## src/rtl/mem_port_ctrl.sv

```systemverilog
// Single-outstanding load/store port between a core and a byte-addressed RAM.
// Optional macro MEM_ALIGN_CHECK_EN rejects accesses not aligned to their size.
module mem_port_ctrl #(
    parameter int unsigned RAM_BYTES = 65536
) (
    input  logic        clk,
    input  logic        rst,
    input  logic        req_valid,
    output logic        req_ready,
    input  logic        req_we,
    input  logic [63:0] req_addr,
    input  logic [1:0]  req_width,
    input  logic        req_signed,
    input  logic [63:0] req_wdata,
    output logic        resp_valid,
    input  logic        resp_ready,
    output logic [63:0] resp_data,
    output logic        resp_err,
    output logic        ram_cs,
    output logic        ram_we,
    output logic [63:0] ram_addr,
    output logic [63:0] ram_wdata,
    output logic [1:0]  ram_width,
    input  logic [63:0] ram_rdata
);

    typedef enum logic [1:0] {IDLE, RD_WAIT, RESP} state_t;

    localparam logic [63:0] RAM_LIMIT = 64'(RAM_BYTES);

    function automatic logic [3:0] acc_size(input logic [1:0] w);
        case (w)
            2'd0:    return 4'd8;
            2'd1:    return 4'd4;
            2'd2:    return 4'd2;
            default: return 4'd1;
        endcase
    endfunction

    // Distance between the right-justified and left-justified positions of the data.
    function automatic logic [5:0] lj_shift(input logic [1:0] w);
        case (w)
            2'd0:    return 6'd0;
            2'd1:    return 6'd32;
            2'd2:    return 6'd48;
            default: return 6'd56;
        endcase
    endfunction

    function automatic logic [63:0] load_extend(input logic [63:0] rdata,
                                                input logic [1:0]  w,
                                                input logic        sgn);
        logic [63:0] rj;
        logic [63:0] ext;
        rj = rdata >> lj_shift(w);
        case (w)
            2'd0:    ext = rj;
            2'd1:    ext = {{32{sgn & rj[31]}}, rj[31:0]};
            2'd2:    ext = {{48{sgn & rj[15]}}, rj[15:0]};
            default: ext = {{56{sgn & rj[7]}},  rj[7:0]};
        endcase
        return ext;
    endfunction

    state_t      state, state_n;
    logic [3:0]  size;
    logic [63:0] size64;
    logic        in_range;
    logic        misalign;
    logic        reject;
    logic        accept;
    logic [1:0]  width_p0;
    logic        sgn_p0;
    logic [63:0] resp_data_p1;
    logic        resp_err_p1;

    assign size   = acc_size(req_width);
    assign size64 = {60'd0, size};

    // Subtracting from the limit (only once addr is below it) avoids addr+S wrapping.
    assign in_range = (req_addr < RAM_LIMIT) && (size64 <= (RAM_LIMIT - req_addr));

`ifdef MEM_ALIGN_CHECK_EN
    assign misalign = (req_addr[2:0] & (size[2:0] - 3'd1)) != 3'd0;
`else
    assign misalign = 1'b0;
`endif

    assign reject    = !in_range || misalign;
    assign req_ready = (state == IDLE) && !rst;
    assign accept    = req_valid && req_ready;

    assign ram_addr   = req_addr;
    assign ram_width  = req_width;
    assign ram_wdata  = req_wdata << lj_shift(req_width);
    assign resp_valid = (state == RESP);
    assign resp_data  = resp_data_p1;
    assign resp_err   = resp_err_p1;

    always_comb begin
        state_n = state;
        ram_cs  = 1'b0;
        ram_we  = 1'b0;
        case (state)
            IDLE: begin
                if (accept) begin
                    if (reject) begin
                        state_n = RESP;
                    end else begin
                        ram_cs  = 1'b1;
                        ram_we  = req_we;
                        state_n = req_we ? RESP : RD_WAIT;
                    end
                end
            end
            RD_WAIT: state_n = RESP;
            RESP:    if (resp_ready) state_n = IDLE;
            default: state_n = IDLE;
        endcase
    end

    always_ff @(posedge clk or posedge rst) begin
        if (rst) state <= IDLE;
        else     state <= state_n;
    end

    // p0: load format captured at accept
    always_ff @(posedge clk) begin
        if (accept) begin
            width_p0 <= req_width;
            sgn_p0   <= req_signed;
        end
    end

    // p1: response registers, held through RESP
    always_ff @(posedge clk or posedge rst) begin
        if (rst) begin
            resp_data_p1 <= '0;
            resp_err_p1  <= 1'b0;
        end else if (accept) begin
            resp_data_p1 <= '0;
            resp_err_p1  <= reject;
        end else if (state == RD_WAIT) begin
            resp_data_p1 <= load_extend(ram_rdata, width_p0, sgn_p0);
        end
    end

endmodule

```

## config.mk

```make
export PLATFORM = sky130hd
export DESIGN_NAME = mem_port_ctrl
export DESIGN_NICKNAME = d
export VERILOG_FILES = /design/src/rtl/mem_port_ctrl.sv
export SDC_FILE = /design/constraint.sdc
export NUM_CORES = 1
export LEC_CHECK = 0
export CORE_ASPECT_RATIO = 0.7
export CORE_UTILIZATION = 30
export DETAILED_ROUTE_END_ITERATION = 12
export GPL_TIMING_DRIVEN = 0
export PLACE_DENSITY = 0.74
export SKIP_CTS_REPAIR_TIMING = 1
export SLEW_MARGIN = 20
export SYNTH_ARGS = -nofsm -noshare
export SYNTH_HDL_FRONTEND = slang
export SYNTH_SLANG_ARGS = --single-unit
export TNS_END_PERCENT = 50
```

## constraint.sdc

```tcl
create_clock -name clk -period 9.45 [get_ports clk]
set_input_delay 1.89 -clock clk [delete_from_list [all_inputs] [get_ports clk]]
set_output_delay 1.89 -clock clk [all_outputs]
set_load 0.02 [all_outputs]
```

# [Word-level counts from Yosys, hierarchy flattened]
# Index checks and enable logic that the tools add are counted.
[op_classes] mux=19 addsub=1 order_cmp=2 n_reduce_logical=10 bitwise_logic=3 shifts=2 eq_ne=8
[op_table] op="case mux 64 bit (3 select lines)" n=1
[op_table] op="2-to-1 mux 64 bit" n=2
[op_table] op="less-or-equal comparator 4 x 64 -> 1 bit" n=1
[op_table] op="less-than comparator 64 x 17 -> 1 bit (second input constant)" n=1
[op_table] op="<< shifter 64 x 6 -> 64 bit" n=1
[op_table] op=">> shifter 64 x 6 -> 64 bit" n=1
[op_table] op="subtractor 17 x 64 -> 64 bit (first input constant)" n=1
[op_table] op="case mux 6 bit (3 select lines)" n=2
[op_table] op="2-to-1 mux 6 bit" n=2
[op_table] op="case mux 4 bit (3 select lines)" n=1
[op_table] op="2-to-1 mux 2 bit" n=4
[op_table] op="== test 2 x 1 -> 1 bit (second input constant)" n=3
[op_table] op="== test 2 bit (second input constant)" n=3
[op_table] op="logical NOT 2 bit" n=3
[op_table] op="2-to-1 mux 1 bit" n=6
[op_table] op="case mux 2 bit (3 select lines)" n=1
[op_table] op="bitwise AND 1 bit" n=3
[op_table] op="logical AND 1 bit" n=3
[op_table] op="logical NOT 1 bit" n=2
[op_table] op="!= test 2 x 1 -> 1 bit (second input constant)" n=1
[op_table] op="!= test 2 bit (second input constant)" n=1
[op_table] op="AND reduction 2 bit" n=1
[op_table] op="nonzero test 2 bit" n=1
[totals] regBits=70 wordCells=50 input_bits=200 out_inout_bits=199

# [Logic depth before layout (Yosys ltp)]
[logic_depth] depth_word=9 depth_mapped=13 mapped_depth_nobuf=12

# [Least setup slack after synthesis]
# No wires, ideal clock.
[synth_timing] path_kind="in2out" start="input port req_width[1]" end="output port ram_we" cell_stages=12 t_required_ps=7560 path_buffers=3 path_slack_ps=2542 t_arrival_ps=5018 cell_sequence="clkbuf_1 clkbuf_1 clkbuf_1 nand2_1 ha_1 a41oi_1 o221ai_1 nor4_1 nand4_1 or4_1 o41a_1 and2_1"
[synth_between] elab_chain_cells=7 word_cells_on_any_way=9 cone_classes="order compare: 1; eq/ne: 2; mux: 4; reduce/logical: 2"
[synth_lines] item="from (decl)" line="12" text="input logic [1:0] req_width,"
[synth_lines] item="== test 2 bit (tied with other cells)" line="32" text="case (w)"
[synth_lines] item="case mux 4 bit (3 select lines) *" line="32"
[synth_lines] item="less-or-equal comparator 4 x 64 -> 1 bit *" line="81" text="assign in_range = (req_addr < RAM_LIMIT) && (size64 <= (RAM_LIMIT - req_addr));"
[synth_lines] item="logical AND 1 bit *" line="81"
[synth_lines] item="2-to-1 mux 1 bit *" line="107" text="if (reject) begin"
[synth_lines] item="2-to-1 mux 1 bit *" line="106" text="if (accept) begin"
[synth_lines] item="2-to-1 mux 1 bit *" line="104" text="case (state)"
[synth_lines] item="to (decl)" line="20" text="output logic ram_we,"
# Mark *: on every way between the ends. The rest lies on a longest branch, timed or not.

# [Final worst setup path]
# Same ends and word-level chain as after synthesis.

==> summary.md <==
| Metric | Value |
|---|---|
| Max H-tree Level | `3` |
| Net count, final | `1397` |
| Vias/cell | `5.378` |
| # rows | `44` |
| Maximum clock frequency | `0.1123 GHz` |
| Arr. time, crit path | `7.02 ns` |
| Slew Viols, Final | `0` |
| FFs w/ async S/R, synth | `95.71%` |
| Pin count of the biggest net entering global routing | `50` |
| Syn_nets | `990` |
| Syn Std Cell Area | `6496 sq um` |
| Drt pass-1 iters | `5` |
| Root buf cell | `clkbuf_16` |
| Clk sink count | `70` |
| TritonCTS Buffers | `9` |
| Worst skew pair latency | `0.33 ns` |
| Initial antenna violation count | `0` |
| WL/cell | `20.86 um` |
| Share of cells above drive strength 1 | `11.28%` |
| Tcrit/Tclk final | `94.24%` |
| Antenna viol nets, final | `0` |
| R2R setup slack | `6.79 ns` |
| IO buf count | `395` |
| Initial DRC count | `738` |
| Clock slew at reported path FFs | `0.06 ns` |
| Ranking of synthesized cells by area | `dfrtp_1 26%, buf_4 7.6%, mux4_2 5.5%, mux2i_1 4.5%, o21ai_0 4.3%` |
| Worst hold path type | `reg -> reg` |
| Min setup slack post-route | `0.5442 ns` |
| Place WS | `0.5568 ns` |
| Via count | `7922` |
| Die H | `125.1 um` |
| Filler cells | `1985` |
| Final WL | `30730 um` |
| RSZ-0062 raised after global routing | `no` |
| Share of Yosys cell area claimed by the top area cell type | `25.81%` |
| Core ar. | `20980 sq um` |
| Mapped Cells | `785` |
| Pleak | `4.432 nW` |
| Worst-Margin Slew | `0.8896 ns` |
| Final Wtd Congestion | `0.9641` |
| Area leader, netlist | `dfrtp_1` |
| Die Span X | `177.9 um` |
| Maxcap violations | `0` |
| Max Root-Sink Buffers | `2` |
| # setup viols final | `0` |
| Relative slew slack | `40.69%` |
| First-pass GRT wire length | `45950 um` |
| Final Hold Viols | `0` |
| ANT cells | `0` |
| Status | `finished clean` |
| EDFF count, synth | `3` |
| Startpoint class of the critical path | `input pin` |
| Layout area overhead | `71.65%` |
| Main flop type after synthesis | `dfrtp_1` |
| Pwr Density | `94.03 nW/um^2` |
| TritonCTS clock tree | `built` |
| Crit Path Class | `in -> out` |
| Mean Syn Cell Area | `8.275 sq um` |
| Worst IR Drop VDD | `92.98 uV` |
| CP Capture Type | `output pin` |
| Initial core utilization | `30.97%` |
| Worst path required time | `7.56 ns` |
| Synth cell types | `73` |
| Clock Skew | `0.006681 ns` |
| Detailed placement HPWL | `24920 um` |
| Hold depth | `1` |
| R2R cell count | `6` |
| CP Max Fanout | `10` |
| Vias in the first global route | `7744` |
| Total DRC errors in the routed layout | `0` |
| Total gr overflow | `0` |
| Total GRT Usage | `26.80%` |
| Min Tclk post-route | `8.906 ns` |
| Yosys reg bits | `70` |
| Die area | `22260 sq um` |
| I/O pins | `399` |
| Seq/Total Area, Yosys | `27.20%` |
| Syn. warnings | `0` |
| TNS Setup | `0 ns` |
## power breakdown
part / internal [W] / switching, W / total [W]
clock network: 0.000225 / 0.000145 / 0.000370
registers: 0.000303 / 0.000000733 / 0.000303
logic: 0.000191 / 0.000184 / 0.000375
total: 0.000719 / 0.000330 / 0.00105
## registers in the layout, indices dropped and copies added, names as in the netlist
signal,count
resp_data,64
state,2
width_p0,2
resp_err,1
sgn_p0,1
## routing by layer
layer | GRT usage (%) | share of wire (%) | vias to the layer above
li1 | - | - | 3672
met1 | 36.76 | 44 | 3795
met2 | 42.82 | 46 | 413
met3 | 5.596 | 8.4 | 42
met4 | 6.285 | 1.8 | 0
met5 | 0 | 0 | -
## critical path, stage by stage
cell,delay [ns]
clkdlybuf4s50_1,0.51
clkbuf_1,0.49
clkbuf_1,0.51
clkbuf_1,0.60
nand2_1,0.14
ha_1,0.29
a41oi_1,0.20
o221ai_1,0.21
nor4_1,0.21
nand4_1,0.16
or4_1,0.52
o41a_1,0.52
and2_1,0.20
clkdlybuf4s50_1,0.55
## worst paths after layout
check,from,end
worst min-delay path,resp_data[23],resp_data[23]
worst max-delay path,req_width[1],ram_we
min in group asynchronous,rst,state[1]
max in group asynchronous,rst,resp_data[1]
worst min register to register,resp_data[23],resp_data[23]
worst max register to register,width_p0[0],resp_data[55]
## cell usage in the layout (no fill, tap or decap), types with 15 or more instances in the layout
master,instances
a21o_1,17
a21oi_1,55
and2_1,35
buf_4,66
clkbuf_1,43
clkdlybuf4s50_1,395
dfrtp_1,67
mux2i_1,29
mux4_2,16
nand2_1,74
nor2_1,50
nor2b_1,24
nor3_1,17
nor4_1,15
o21ai_0,56
o22ai_1,27
## cell type report
type	instances	area (sq um)	area share, %
multi-input cells	591	4005	35.92
repair buffers	396	3981	35.70
flip-flops and latches	70	1767	15.84
plain buffers	117	698.2	6.261
well taps	276	345.3	3.097
clock buffers	10	250.2	2.244
clock inverters	6	75.07	0.6732
inverters	7	28.78	0.2581
## metrics by stage
| stage | cells | hold slack [ns] | cell area, sq um | power (W) | util, % |
|---|---|---|---|---|---|
| 5_1_grt | 1473 | 0.5037 | 11150 | 0.001086 | 53.16 |
| 2_1_floorplan | 785 | 0.5900 | 6496 | 0.0004690 | - |
| 6_report | 1473 | 0.4769 | 11150 | 0.001049 | 53.16 |
| 3_5_place_dp | 1457 | 0.4651 | 10830 | 0.0006794 | 51.61 |
| 4_1_cts | 1473 | 0.4795 | 11150 | 0.001054 | 53.16 |
| 3_3_place_gp | 1456 | 0.4596 | 10800 | 0.0006770 | 51.47 |
## logic make-up after synthesis
logic type | synth area share, %
AND/OR/NAND/NOR | 26.79
AO/OA/AOI/OAI | 20.26
buffers and inverters | 11.15
flip-flops | 27.20
multiplexers | 11.75
XOR/XNOR | 1.888
adder cells (fa/ha/maj) | 0.9630
## cell usage after synthesis (9+ instances only)
cell      instances
nand2_1          74
dfrtp_1          67
buf_4            66
o21ai_0          56
a21oi_1          55
nor2_1           50
clkbuf_1         43
and2_1           35
mux2i_1          29
o22ai_1          27
nor2b_1          24
a21o_1           17
nor3_1           17
mux4_2           16
nor4_1           15
nand3_1          14
or4_1            14
nand4_1          13
a31oi_1          11
mux2_2            9
or3_1             9
Note: power is estimated with default switching activity, not from simulation.
